--- src/rtl/led7_pkg.sv ---
// Shared types and constants for the scanned seven-segment driver.
// Segment codes are active-high {g,f,e,d,c,b,a}.
package led7_pkg;

    typedef logic [3:0] nibble_t;

    localparam logic [7:0] SEG_OFF = 8'h00;

    localparam logic [6:0] SEG_CODE [16] = '{
        7'h3F, 7'h06, 7'h5B, 7'h4F,
        7'h66, 7'h6D, 7'h7D, 7'h07,
        7'h7F, 7'h6F, 7'h77, 7'h7C,
        7'h39, 7'h5E, 7'h79, 7'h71
    };

endpackage

--- src/rtl/led7_scan_driver_if.sv ---
// Display bus between the datapath (master) and the scan driver (slave).
// The master presents shadow data plus load and observes the pins.
interface led7_scan_driver_if #(
    parameter int NUM_DIGITS = 8
);

    logic [4*NUM_DIGITS-1:0] value_in;
    logic [NUM_DIGITS-1:0]   dp_in;
    logic [NUM_DIGITS-1:0]   digit_en;
    logic [NUM_DIGITS-1:0]   blink_en;
    logic                    lz_blank;
    logic                    load;
    logic [7:0]              seg;
    logic [NUM_DIGITS-1:0]   dig_sel;
    logic                    frame_done;

    modport master (
        output value_in, dp_in, digit_en,
        output blink_en, lz_blank, load,
        input  seg, dig_sel, frame_done
    );

    modport slave (
        input  value_in, dp_in, digit_en,
        input  blink_en, lz_blank, load,
        output seg, dig_sel, frame_done
    );

endinterface

--- src/rtl/seg7_decode.sv ---
// Combinational hex-to-segment decoder with dp, blanking and
// output polarity; output byte is {dp,g,f,e,d,c,b,a}.
module seg7_decode
    import led7_pkg::*;
#(
    parameter bit ACTIVE_LOW = 1'b0
) (
    input  nibble_t    nib,
    input  logic       dp,
    input  logic       blank,
    output logic [7:0] seg
);

    logic [7:0] raw;

    always_comb begin
        raw = blank ? SEG_OFF : {dp, SEG_CODE[nib]};
        seg = ACTIVE_LOW ? ~raw : raw;
    end

endmodule

--- src/rtl/led7_scan_driver.sv ---
// Time-multiplexed seven-segment driver: shadow registers, prescaler,
// scan index, blink timing and leading-zero suppression.
module led7_scan_driver
    import led7_pkg::*;
#(
    parameter int NUM_DIGITS     = 8,
    parameter int SCAN_DIV       = 50000,
    parameter int BLINK_FRAMES   = 64,
    parameter bit SEG_ACTIVE_LOW = 1'b0,
    parameter bit DIG_ACTIVE_LOW = 1'b0
) (
    input logic          clock,
    input logic          reset,
    led7_scan_driver_if.slave bus
);

    localparam int PW = $clog2(SCAN_DIV);
    localparam int IW = $clog2(NUM_DIGITS);
    localparam int BW = (BLINK_FRAMES > 1) ? $clog2(BLINK_FRAMES) : 1;

    localparam logic [7:0] SEG_IDLE =
        SEG_ACTIVE_LOW ? ~SEG_OFF : SEG_OFF;
    localparam logic [NUM_DIGITS-1:0] DIG_IDLE =
        DIG_ACTIVE_LOW ? '1 : '0;

    nibble_t [NUM_DIGITS-1:0] val_q;
    logic [NUM_DIGITS-1:0]    dp_q;
    logic [NUM_DIGITS-1:0]    en_q;
    logic [NUM_DIGITS-1:0]    blk_q;
    logic                     lz_q;

    logic [PW-1:0] pre_q;
    logic [IW-1:0] idx_q;
    logic [BW-1:0] bcnt_q;
    logic          phase_q;

    logic [7:0]            seg_q;
    logic [NUM_DIGITS-1:0] dig_q;
    logic                  fd_q;

    logic                  tick;
    logic                  wrap;
    logic [IW-1:0]         idx_nxt;
    logic [NUM_DIGITS-1:0] hi_zero;
    logic [NUM_DIGITS-1:0] blank_vec;
    logic                  acc;
    logic [NUM_DIGITS-1:0] onehot;
    logic [NUM_DIGITS-1:0] dig_d;
    logic [7:0]            seg_d;

    assign tick    = (pre_q == PW'(SCAN_DIV - 1));
    assign wrap    = (idx_q == IW'(NUM_DIGITS - 1));
    assign idx_nxt = wrap ? '0 : idx_q + 1'b1;

    // hi_zero[i]: nibbles i..top are all zero
    always_comb begin
        acc       = 1'b1;
        hi_zero   = '0;
        blank_vec = '0;
        for (int i = NUM_DIGITS - 1; i >= 0; i--) begin
            acc        = acc & (val_q[i] == '0);
            hi_zero[i] = acc;
        end
        for (int i = 0; i < NUM_DIGITS; i++) begin
            blank_vec[i] = ~en_q[i]
                         | (blk_q[i] & phase_q)
                         | (lz_q & hi_zero[i] & (i != 0));
        end
    end

    always_comb begin
        onehot          = '0;
        onehot[idx_nxt] = 1'b1;
        dig_d = DIG_ACTIVE_LOW ? ~onehot : onehot;
    end

    seg7_decode #(
        .ACTIVE_LOW (SEG_ACTIVE_LOW)
    ) u_dec (
        .nib   (val_q[idx_nxt]),
        .dp    (dp_q[idx_nxt]),
        .blank (blank_vec[idx_nxt]),
        .seg   (seg_d)
    );

    always_ff @(posedge clock) begin
        if (reset) begin
            val_q   <= '0;
            dp_q    <= '0;
            en_q    <= '1;
            blk_q   <= '0;
            lz_q    <= 1'b0;
            pre_q   <= '0;
            idx_q   <= IW'(NUM_DIGITS - 1);
            bcnt_q  <= '0;
            phase_q <= 1'b0;
            seg_q   <= SEG_IDLE;
            dig_q   <= DIG_IDLE;
            fd_q    <= 1'b0;
        end else begin
            if (bus.load) begin
                val_q <= bus.value_in;
                dp_q  <= bus.dp_in;
                en_q  <= bus.digit_en;
                blk_q <= bus.blink_en;
                lz_q  <= bus.lz_blank;
            end
            fd_q <= 1'b0;
            if (tick) begin
                pre_q <= '0;
                idx_q <= idx_nxt;
                seg_q <= seg_d;
                dig_q <= dig_d;
                fd_q  <= wrap;
                if (wrap) begin
                    if (bcnt_q == BW'(BLINK_FRAMES - 1)) begin
                        bcnt_q  <= '0;
                        phase_q <= ~phase_q;
                    end else begin
                        bcnt_q <= bcnt_q + 1'b1;
                    end
                end
            end else begin
                pre_q <= pre_q + 1'b1;
            end
        end
    end

    assign bus.seg        = seg_q;
    assign bus.dig_sel    = dig_q;
    assign bus.frame_done = fd_q;

endmodule

--- src/flat_wrapper.sv ---
// flat-port wrapper written by rule: the top's interface ports become plain ports
module led7_scan_driver_flat import led7_pkg::*;
#(
    parameter int NUM_DIGITS     = 8,
    parameter int SCAN_DIV       = 50000,
    parameter int BLINK_FRAMES   = 64,
    parameter bit SEG_ACTIVE_LOW = 1'b0,
    parameter bit DIG_ACTIVE_LOW = 1'b0
)
  (clock, reset, bus_value_in, bus_dp_in, bus_digit_en, bus_blink_en, bus_lz_blank, bus_load, bus_seg, bus_dig_sel, bus_frame_done);
  led7_scan_driver_if #(.NUM_DIGITS(NUM_DIGITS)) bus_i ();
  input logic clock;
  input logic reset;
  input wire logic [$bits(bus_i.value_in)-1:0] bus_value_in;
  input wire logic [$bits(bus_i.dp_in)-1:0] bus_dp_in;
  input wire logic [$bits(bus_i.digit_en)-1:0] bus_digit_en;
  input wire logic [$bits(bus_i.blink_en)-1:0] bus_blink_en;
  input wire logic [$bits(bus_i.lz_blank)-1:0] bus_lz_blank;
  input wire logic [$bits(bus_i.load)-1:0] bus_load;
  output wire logic [$bits(bus_i.seg)-1:0] bus_seg;
  output wire logic [$bits(bus_i.dig_sel)-1:0] bus_dig_sel;
  output wire logic [$bits(bus_i.frame_done)-1:0] bus_frame_done;
  assign bus_i.value_in = bus_value_in;
  assign bus_i.dp_in = bus_dp_in;
  assign bus_i.digit_en = bus_digit_en;
  assign bus_i.blink_en = bus_blink_en;
  assign bus_i.lz_blank = bus_lz_blank;
  assign bus_i.load = bus_load;
  assign bus_seg = bus_i.seg;
  assign bus_dig_sel = bus_i.dig_sel;
  assign bus_frame_done = bus_i.frame_done;
  led7_scan_driver #(.NUM_DIGITS(NUM_DIGITS), .SCAN_DIV(SCAN_DIV), .BLINK_FRAMES(BLINK_FRAMES), .SEG_ACTIVE_LOW(SEG_ACTIVE_LOW), .DIG_ACTIVE_LOW(DIG_ACTIVE_LOW)) u_core (.clock(clock), .reset(reset), .bus(bus_i));
endmodule
--- config.mk ---
export PLATFORM = sky130hd
export DESIGN_NAME = led7_scan_driver_flat
export DESIGN_NICKNAME = d
export VERILOG_FILES = /design/src/rtl/led7_pkg.sv /design/src/rtl/led7_scan_driver_if.sv /design/src/rtl/seg7_decode.sv /design/src/rtl/led7_scan_driver.sv /design/src/flat_wrapper.sv
export SDC_FILE = /design/constraint.sdc
export NUM_CORES = 1
export LEC_CHECK = 0
export ABC_AREA = 1
export CAP_MARGIN = 20
export CORE_MARGIN = 3
export CORE_UTILIZATION = 55
export CTS_CLUSTER_DIAMETER = 120
export DETAILED_ROUTE_END_ITERATION = 10
export PLACE_DENSITY_LB_ADDON = 0.3
export RECOVER_POWER = 50
export SETUP_SLACK_MARGIN = 0.02
export SLEW_MARGIN = 20
export SYNTH_ARGS = -nofsm -noshare
export SYNTH_HDL_FRONTEND = slang
export SYNTH_SLANG_ARGS = --single-unit
--- constraint.sdc ---
create_clock -name clock -period 5.1 [get_ports clock]
set_clock_uncertainty 0.2 [all_clocks]
set_input_delay 0.765 -clock clock [delete_from_list [all_inputs] [get_ports clock]]
set_output_delay 0.765 -clock clock [all_outputs]
set_load 0.02 [all_outputs]
==> results of run 1 <==
-- cell families (layout without fill, tap and decap cells) --
family	after synthesis	in the layout	synth area share [%]
simple gates	337	337	31.9
compound gates	128	128	14.8
flops	100	100	42.9
buf+inv	84	149	7.50
fa+ha+maj	9	9	2.41
xor+xnor	3	3	0.563
-- how the worst min path moves through the flow --
stage          slack (ps)                 to
2_1_floorplan         220    u_core.pre_q[0]
3_3_place_gp          230    u_core.pre_q[0]
3_5_place_dp          240  u_core.bus.seg[6]
4_1_cts               260  u_core.bus.seg[6]
5_1_grt               280  u_core.bus.seg[0]
6_report              250  u_core.bus.seg[6]
-- power by group --
| group | internal, mW | switching [mW] |
|---|---|---|
| combinational | 0.0770 | 0.0906 |
| clock | 0.268 | 0.266 |
| sequential | 0.814 | 0.0188 |
| total | 1.16 | 0.376 |
-- per-stage QoR --
step | util [%] | hold slack [ps] | cells | setup slack (ps)
2_1_floorplan | - | 218 | 661 | 2620
3_3_place_gp | 68.1 | 229 | 812 | 1640
3_5_place_dp | 68.1 | 241 | 812 | 1500
4_1_cts | 70.8 | 257 | 828 | 1880
5_1_grt | 70.5 | 280 | 828 | 1200
6_report | 70.5 | 249 | 828 | 1610
-- worst max-delay path: stages --
cell and delay (ps):
clkbuf_1 960, clkinv_2 1140, o21ai_0 520, a21oi_1 80
-- registers in the layout (all words and copies together) (netlist names) --
register	flops
u_core.bcnt_q	6
u_core.blk_q	8
u_core.bus.dig_sel	8
u_core.bus.frame_done	1
u_core.bus.seg	8
u_core.dp_q	8
u_core.en_q	8
u_core.idx_q	3
u_core.lz_q	1
u_core.phase_q	1
u_core.pre_q	16
u_core.val_q	32
-- layout by cell type, fill, tap and decap left out, drive strengths merged --
master           n
a31oi            2
inv             54
clkbuf          14
clkinv           4
dlygate4sd3     18
nor4             3
buf              1
o21a             1
ha               9
a21oi           47
nand4           11
nand2          155
xor2             3
a22o             3
nor3b            1
nor2           110
clkdlybuf4s50   57
bufinv           1
dfxtp          100
nand3           39
o211ai           8
a21boi           1
o21ai           66
or2              3
nor3            15
-- cell type report --
class,count,area (sq um),share of cell area (%)
Multi-Input combinational cell,477,2300,40.9
Sequential cell,100,2000,35.6
Timing Repair Buffer,77,762,13.6
Inverter,56,214,3.81
Clock buffer,13,169,3.01
Tap cell,102,128,2.27
Clock inverter,3,43.8,0.780
-- metal layers --
metal / track usage (%) / vias up / routed length (microns)
li1: - / 2267 / -
met1: 32.7 / 2048 / 5270
met2: 37.7 / 165 / 5050
met3: 4.14 / 26 / 726
met4: 9.56 / 0 / 287
met5: 0 / - / 0
==> key figures, run 1 <==
Layout
  – Nets: 790
  – Diodes inserted: 0
  – Fin area: between 0.005 and 0.006 sq mm
  – FILL cells: approximately 650
  – Ratio of cells with drive above 1 in the final layout: 5.79%
  – Area Growth Syn to Fin: 20.3%

Clock tree
  – H-tree depth: 3
  – Clk_lat worst skew: between 300 and 400 ps
  – Max clock buf depth: 2
  – Clock Pin Slew Worst Setup and Hold Paths: 90 ps
  – Post_cts resized: 0
  – # hold bufs at CTS: 0
  – Root Driver: clkbuf_8
  – Setup Buffers After CTS: 0
  – TritonCTS Sinks: 100
  – CTS tree: built
  – Num CTS Buffers: 9

STA
  – Fin crit share: about 68%
  – Final Setup Violations: 0
  – Post-Route Setup TNS: 0 ps
  – Minimum clock period: between 3000 and 4000 ps
  – Fmax: 0.287 GHz
  – RSZ-0062 raised after global routing: false
  – Slew Viols, Final: 0
  – Final Hold Vio Count: 0
  – Least-Margin Pin Slew: 1340 ps
  – Relative slew slack: 10.6%

GRT
  – Initial antenna violation count: 0
  – Vias in the first global route: roughly 4200
  – Pin count of the biggest net entering global routing: 78
  – Global-route wire length before repair: 19000 microns
  – Total GRT Usage: approximately a quarter
  – Remaining global-route overflow: 0

Placed design
  – I/O Buffers: 76
  – Post-DP HPWL: 8160 microns
  – Final GP Congestion: ~0.9
  – Area post-placement: 0.00543 sq mm

Flow run
  – Max-capacitance violation count: 0

Yosys
  – Syn_nets: 730
  – Number of warnings issued by yosys: 0
  – Yosys top cell by area: dfxtp_1
  – Post-synth top area share: a little over two fifths
  – Top FF cell, synth: dfxtp_1
  – Seq/Total Area, Yosys: 42.9%
  – Most common cell in the netlist: nand2_1
  – Async SR Flop Fraction: 0%
  – Cell variety after synth: 36
  – Syn avg cell area: between 7 and 8 sq um
  – Mapped cell area: between 0.004 and 0.005 sq mm
  – Number of flops mapped to enable cells by yosys: 0
  – Post-synthesis cell count: around 660
  – List of most frequent post-synthesis cells: nand2_1, nor2_1, dfxtp_1
  – Top cells by area in the synthesized netlist: dfxtp_1, nand2_1, nor2_1, o21ai_0, a21oi_1
  – Yosys reg bits: 100

Drt
  – Via Count: 4506
  – Initial DRC count: around 220
  – DR pass1 iterations: 4
  – Routed Antenna Nets: 0
  – Avg WL per Cell: between 10 and 15 microns
  – DR DRC count: 0
  – Final wirelength: 11300 microns
  – Vias per inst: between 5 and 6

Critical path
  – Crit. End Element: register
  – CP Max Fanout: slightly below 80
  – Crit path DAT: approximately 3500 ps
  – CP startpoint kind: input pin
  – Register-to-Register Path Depth: 14
  – Worst endpoint required time: ~5000 ps
  – R2r endpoint: u_core.bus.seg[5]
  – Worst reg2reg setup slack: 1850 ps
  – Worst R2R Start: u_core.idx_q[0]
  – Crit Path Class: input pin to register
  – Setup crit start: bus_load
  – Worst setup path endpoint: u_core.val_q[4]

Floorplan
  – Chip height: between 90 and 100 microns
  – FP Rows: 32
  – I/O pin total: 77
  – Die area: between 0.009 and 0.01 sq mm
  – Die W: slightly below 100 microns
  – Core area: around 0.0080 sq mm
  – Effective utilization at floorplan: approximately 60%

Worst hold path
  – Path category of the worst min-delay check: register to register
  – Startpoint of the worst hold path: u_core.bus.seg[6]
  – Worst hold path depth: 2

Power
  – Leakage: between 2 and 2.5 nW
  – PwrDens: ~270 mW/mm^2
  – Power Total: 1.53 mW
  – Peak supply drop: roughly 160 uV

Status
  – Status: finished, final reports clean
No activity file was read; power rests on OpenSTA's default activity.
==> run 2, diff against run 1 <==
--- a/config.mk
+++ b/config.mk
@@ -8,7 +8,7 @@
 export ABC_AREA = 1
 export CAP_MARGIN = 20
 export CORE_MARGIN = 3
-export CORE_UTILIZATION = 55
+export CORE_UTILIZATION = 53
 export CTS_CLUSTER_DIAMETER = 120
 export DETAILED_ROUTE_END_ITERATION = 10
 export PLACE_DENSITY_LB_ADDON = 0.3
==> constraint.sdc (replaced) <==
create_clock -name clock -period 3.35 [get_ports clock]
set_clock_uncertainty 0.2 [all_clocks]
set_input_delay 0.5025 -clock clock [delete_from_list [all_inputs] [get_ports clock]]
set_output_delay 0.5025 -clock clock [all_outputs]
set_load 0.02 [all_outputs]
==> run 2 against run 1 <==
Net effect: sequential power grew 53%; first-iteration DRC count shrank 14%; design area grew 0.62%; sequential share of layout area shrank 0.22 points; setup slack lost 1300 ps; worst hold slack gained 4.3 ps; cell count grew 1.1%.
==> key figures, run 2 (synthesis results as in run 1) <==
Layout
  – Ratio of cells with drive above 1 in the final layout: 6.28% (+0.50 points)
  – Largest register FFs: 32 (unchanged)
  – Top flop regs: u_core.val_q x32, u_core.pre_q x16
  – Fin area: 0.00565 sq mm (+0.62%)
  – Largest Register: u_core.val_q
  – Commonest non-fill, non-tap cell in the layout: nand2_1
  – Nets: 796 (+0.76%)
  – Commonest cells after routing, fill and taps aside: nand2_1, nor2_1, dfxtp_1
  – Area Growth Syn to Fin: 21.1%
  – Diodes inserted: 0 (unchanged)

Drt
  – Final wirelength: 11200 microns (-1.5%)
  – Via Count: 4502 (-0.089%)
  – Initial DRC count: 190 (-14%)
  – DR DRC count: 0 (unchanged)
  – Avg WL per Cell: 13.3 microns (-2.5%)
  – DR pass1 iterations: 5 (+1)
  – Routed Antenna Nets: 0 (unchanged)
  – Vias per inst: 5.38 (-1.2%)

STA
  – Post-Route Setup TNS: 0 ps (unchanged)
  – Minimum clock period: 3000 ps
  – Relative slew slack: 37.2% (+27 points)
  – RSZ-0062 raised after global routing: false
  – Fmax: 0.334 GHz
  – Final WS setup: 353 ps (-1260 ps)
  – Final Setup Violations: 0 (unchanged)
  – Fin crit share: ~90%
  – Slew Viols, Final: 0 (unchanged)
  – Final Hold Vio Count: 0 (unchanged)
  – Least-Margin Pin Slew: 942 ps (-399 ps)

Critical path
  – CP Max Fanout: 26 (-66%)
  – Crit. End Element: register
  – Crit path DAT: 3050 ps (-450 ps)
  – Worst endpoint required time: 3400 ps (-1710 ps)
  – Crit Path Class: register to register
  – CP startpoint kind: register

Power
  – Leakage: 2.28 nW (-1.5%)
  – PwrDens: 401 mW/mm^2 (+47%)
  – Power Total: 2.27 mW (+48%)
  – Peak supply drop: 190 uV (+18%)

Placed design
  – I/O Buffers: 76 (unchanged)
  – Area post-placement: 0.00548 sq mm (+0.90%)
  – Final GP Congestion: 0.869 (-3.9%)
  – Post-DP HPWL: 8340 microns (+2.2%)
  – Dpl ws: 441 ps (-1060 ps)

Clock tree
  – CTS tree: built
  – Clk_lat worst skew: 360 ps (-20 ps)
  – Max clock buf depth: 2 (unchanged)
  – Root Driver: clkbuf_8
  – Num CTS Buffers: 9 (unchanged)
  – Setup Buffers After CTS: 0 (unchanged)
  – Post_cts resized: 0 (unchanged)
  – H-tree depth: 3 (unchanged)
  – Clock Pin Slew Worst Setup and Hold Paths: 90 ps (about the same)
  – TritonCTS Sinks: 100 (unchanged)
  – # hold bufs at CTS: 0 (unchanged)

GRT
  – Pin count of the biggest net entering global routing: 60 (-23%)
  – Total GRT Usage: 22.9% (-0.99 points)
  – Initial antenna violation count: 0 (unchanged)
  – Vias in the first global route: 4358 (+4.9%)
  – Global-route wire length before repair: 18900 microns (-0.44%)
  – Remaining global-route overflow: 0 (unchanged)

Floorplan
  – I/O pin total: 77 (unchanged)
  – Effective utilization at floorplan: 55.7% (-2.9 points)
  – FP Rows: 33 (+3.1%)
  – Core area: 0.00838 sq mm (+5.2%)
  – Chip height: 99.9 microns (+1.8%)
  – Die W: 99.9 microns (+1.8%)
  – Die area: 0.00997 sq mm (+3.5%)

Flow run
  – Max-capacitance violation count: 0 (unchanged)

Status
  – Status: finished, final reports clean

Worst hold path
  – Path category of the worst min-delay check: register to register
[run 2: cell count changes in the layout (fill, tap and decap cells not counted), sizes merged]
cell / previous run / this run
clkinvlp: 0 / 2
clkdlybuf4s50: 57 / 74
clkinv: 4 / 2
buf: 1 / 5
dlygate4sd3: 18 / 2
inv: 54 / 55
[run 2: layer usage]
metal | part of all wire, % | global-route usage [%] | up-vias | wire length (microns)
met3 | 5.3 | 2.99 | 29 | 588
met1 | 44 | 27.9 | 2042 | 4900
met2 | 49 | 40.5 | 147 | 5460
met5 | 0 | 0 | - | 0
met4 | 2.1 | 9.56 | 0 | 230
li1 | - | - | 2284 | -
[run 2: area by class of cell]
cell class | instances | area [sq um]
fillers | 741 | 2730
repair buffers | 83 | 807
well taps | 105 | 131
flip-flops and latches | 100 | 2000
clock buffers | 12 | 135
multi-input cells | 477 | 2310
inverters | 56 | 213
clock inverters | 4 | 50.0
[run 2: stage by stage]
stage,utilization (%),instances,hold WS (ps)
detailed placement,65.3,821,241
finish,67.4,837,254
CTS,67.5,837,257
global route,67.4,837,278
floorplan,-,661,218
global placement,65.3,821,230
[run 2: path summary, 6_finish.rpt]
kind | start | end | slack [ps] | cells after the start
worst max-delay path | u_core.idx_q[0] | u_core.bus.seg[3] | 350 | 15
worst min-delay path | u_core.bus.dig_sel[5] | u_core.bus.dig_sel[5] | 250 | 2
worst max register to register | u_core.idx_q[0] | u_core.bus.seg[3] | 350 | 15
worst min register to register | u_core.bus.dig_sel[5] | u_core.bus.dig_sel[5] | 250 | 2
[run 2: power by group]
group / internal [mW] / leakage, nW / switching, mW
sequential: 1.24 / 0.821 / 0.0278
combinational: 0.120 / 1.37 / 0.137
clock: 0.346 / 0.0866 / 0.400
[run 2: critical path: stages (launching register included)]
cell and delay, ps:
dfxtp_1 360, ha_1 210, ha_1 290, nor2_4 480
buf_4 310, nand2_1 80, nand3_1 110, nand2_2 100
nor2_8 200, nand2_1 120, o21ai_1 110, nand2_1 70
nand2_1 70, nor2_1 40, nand2_1 70, nand2_1 50
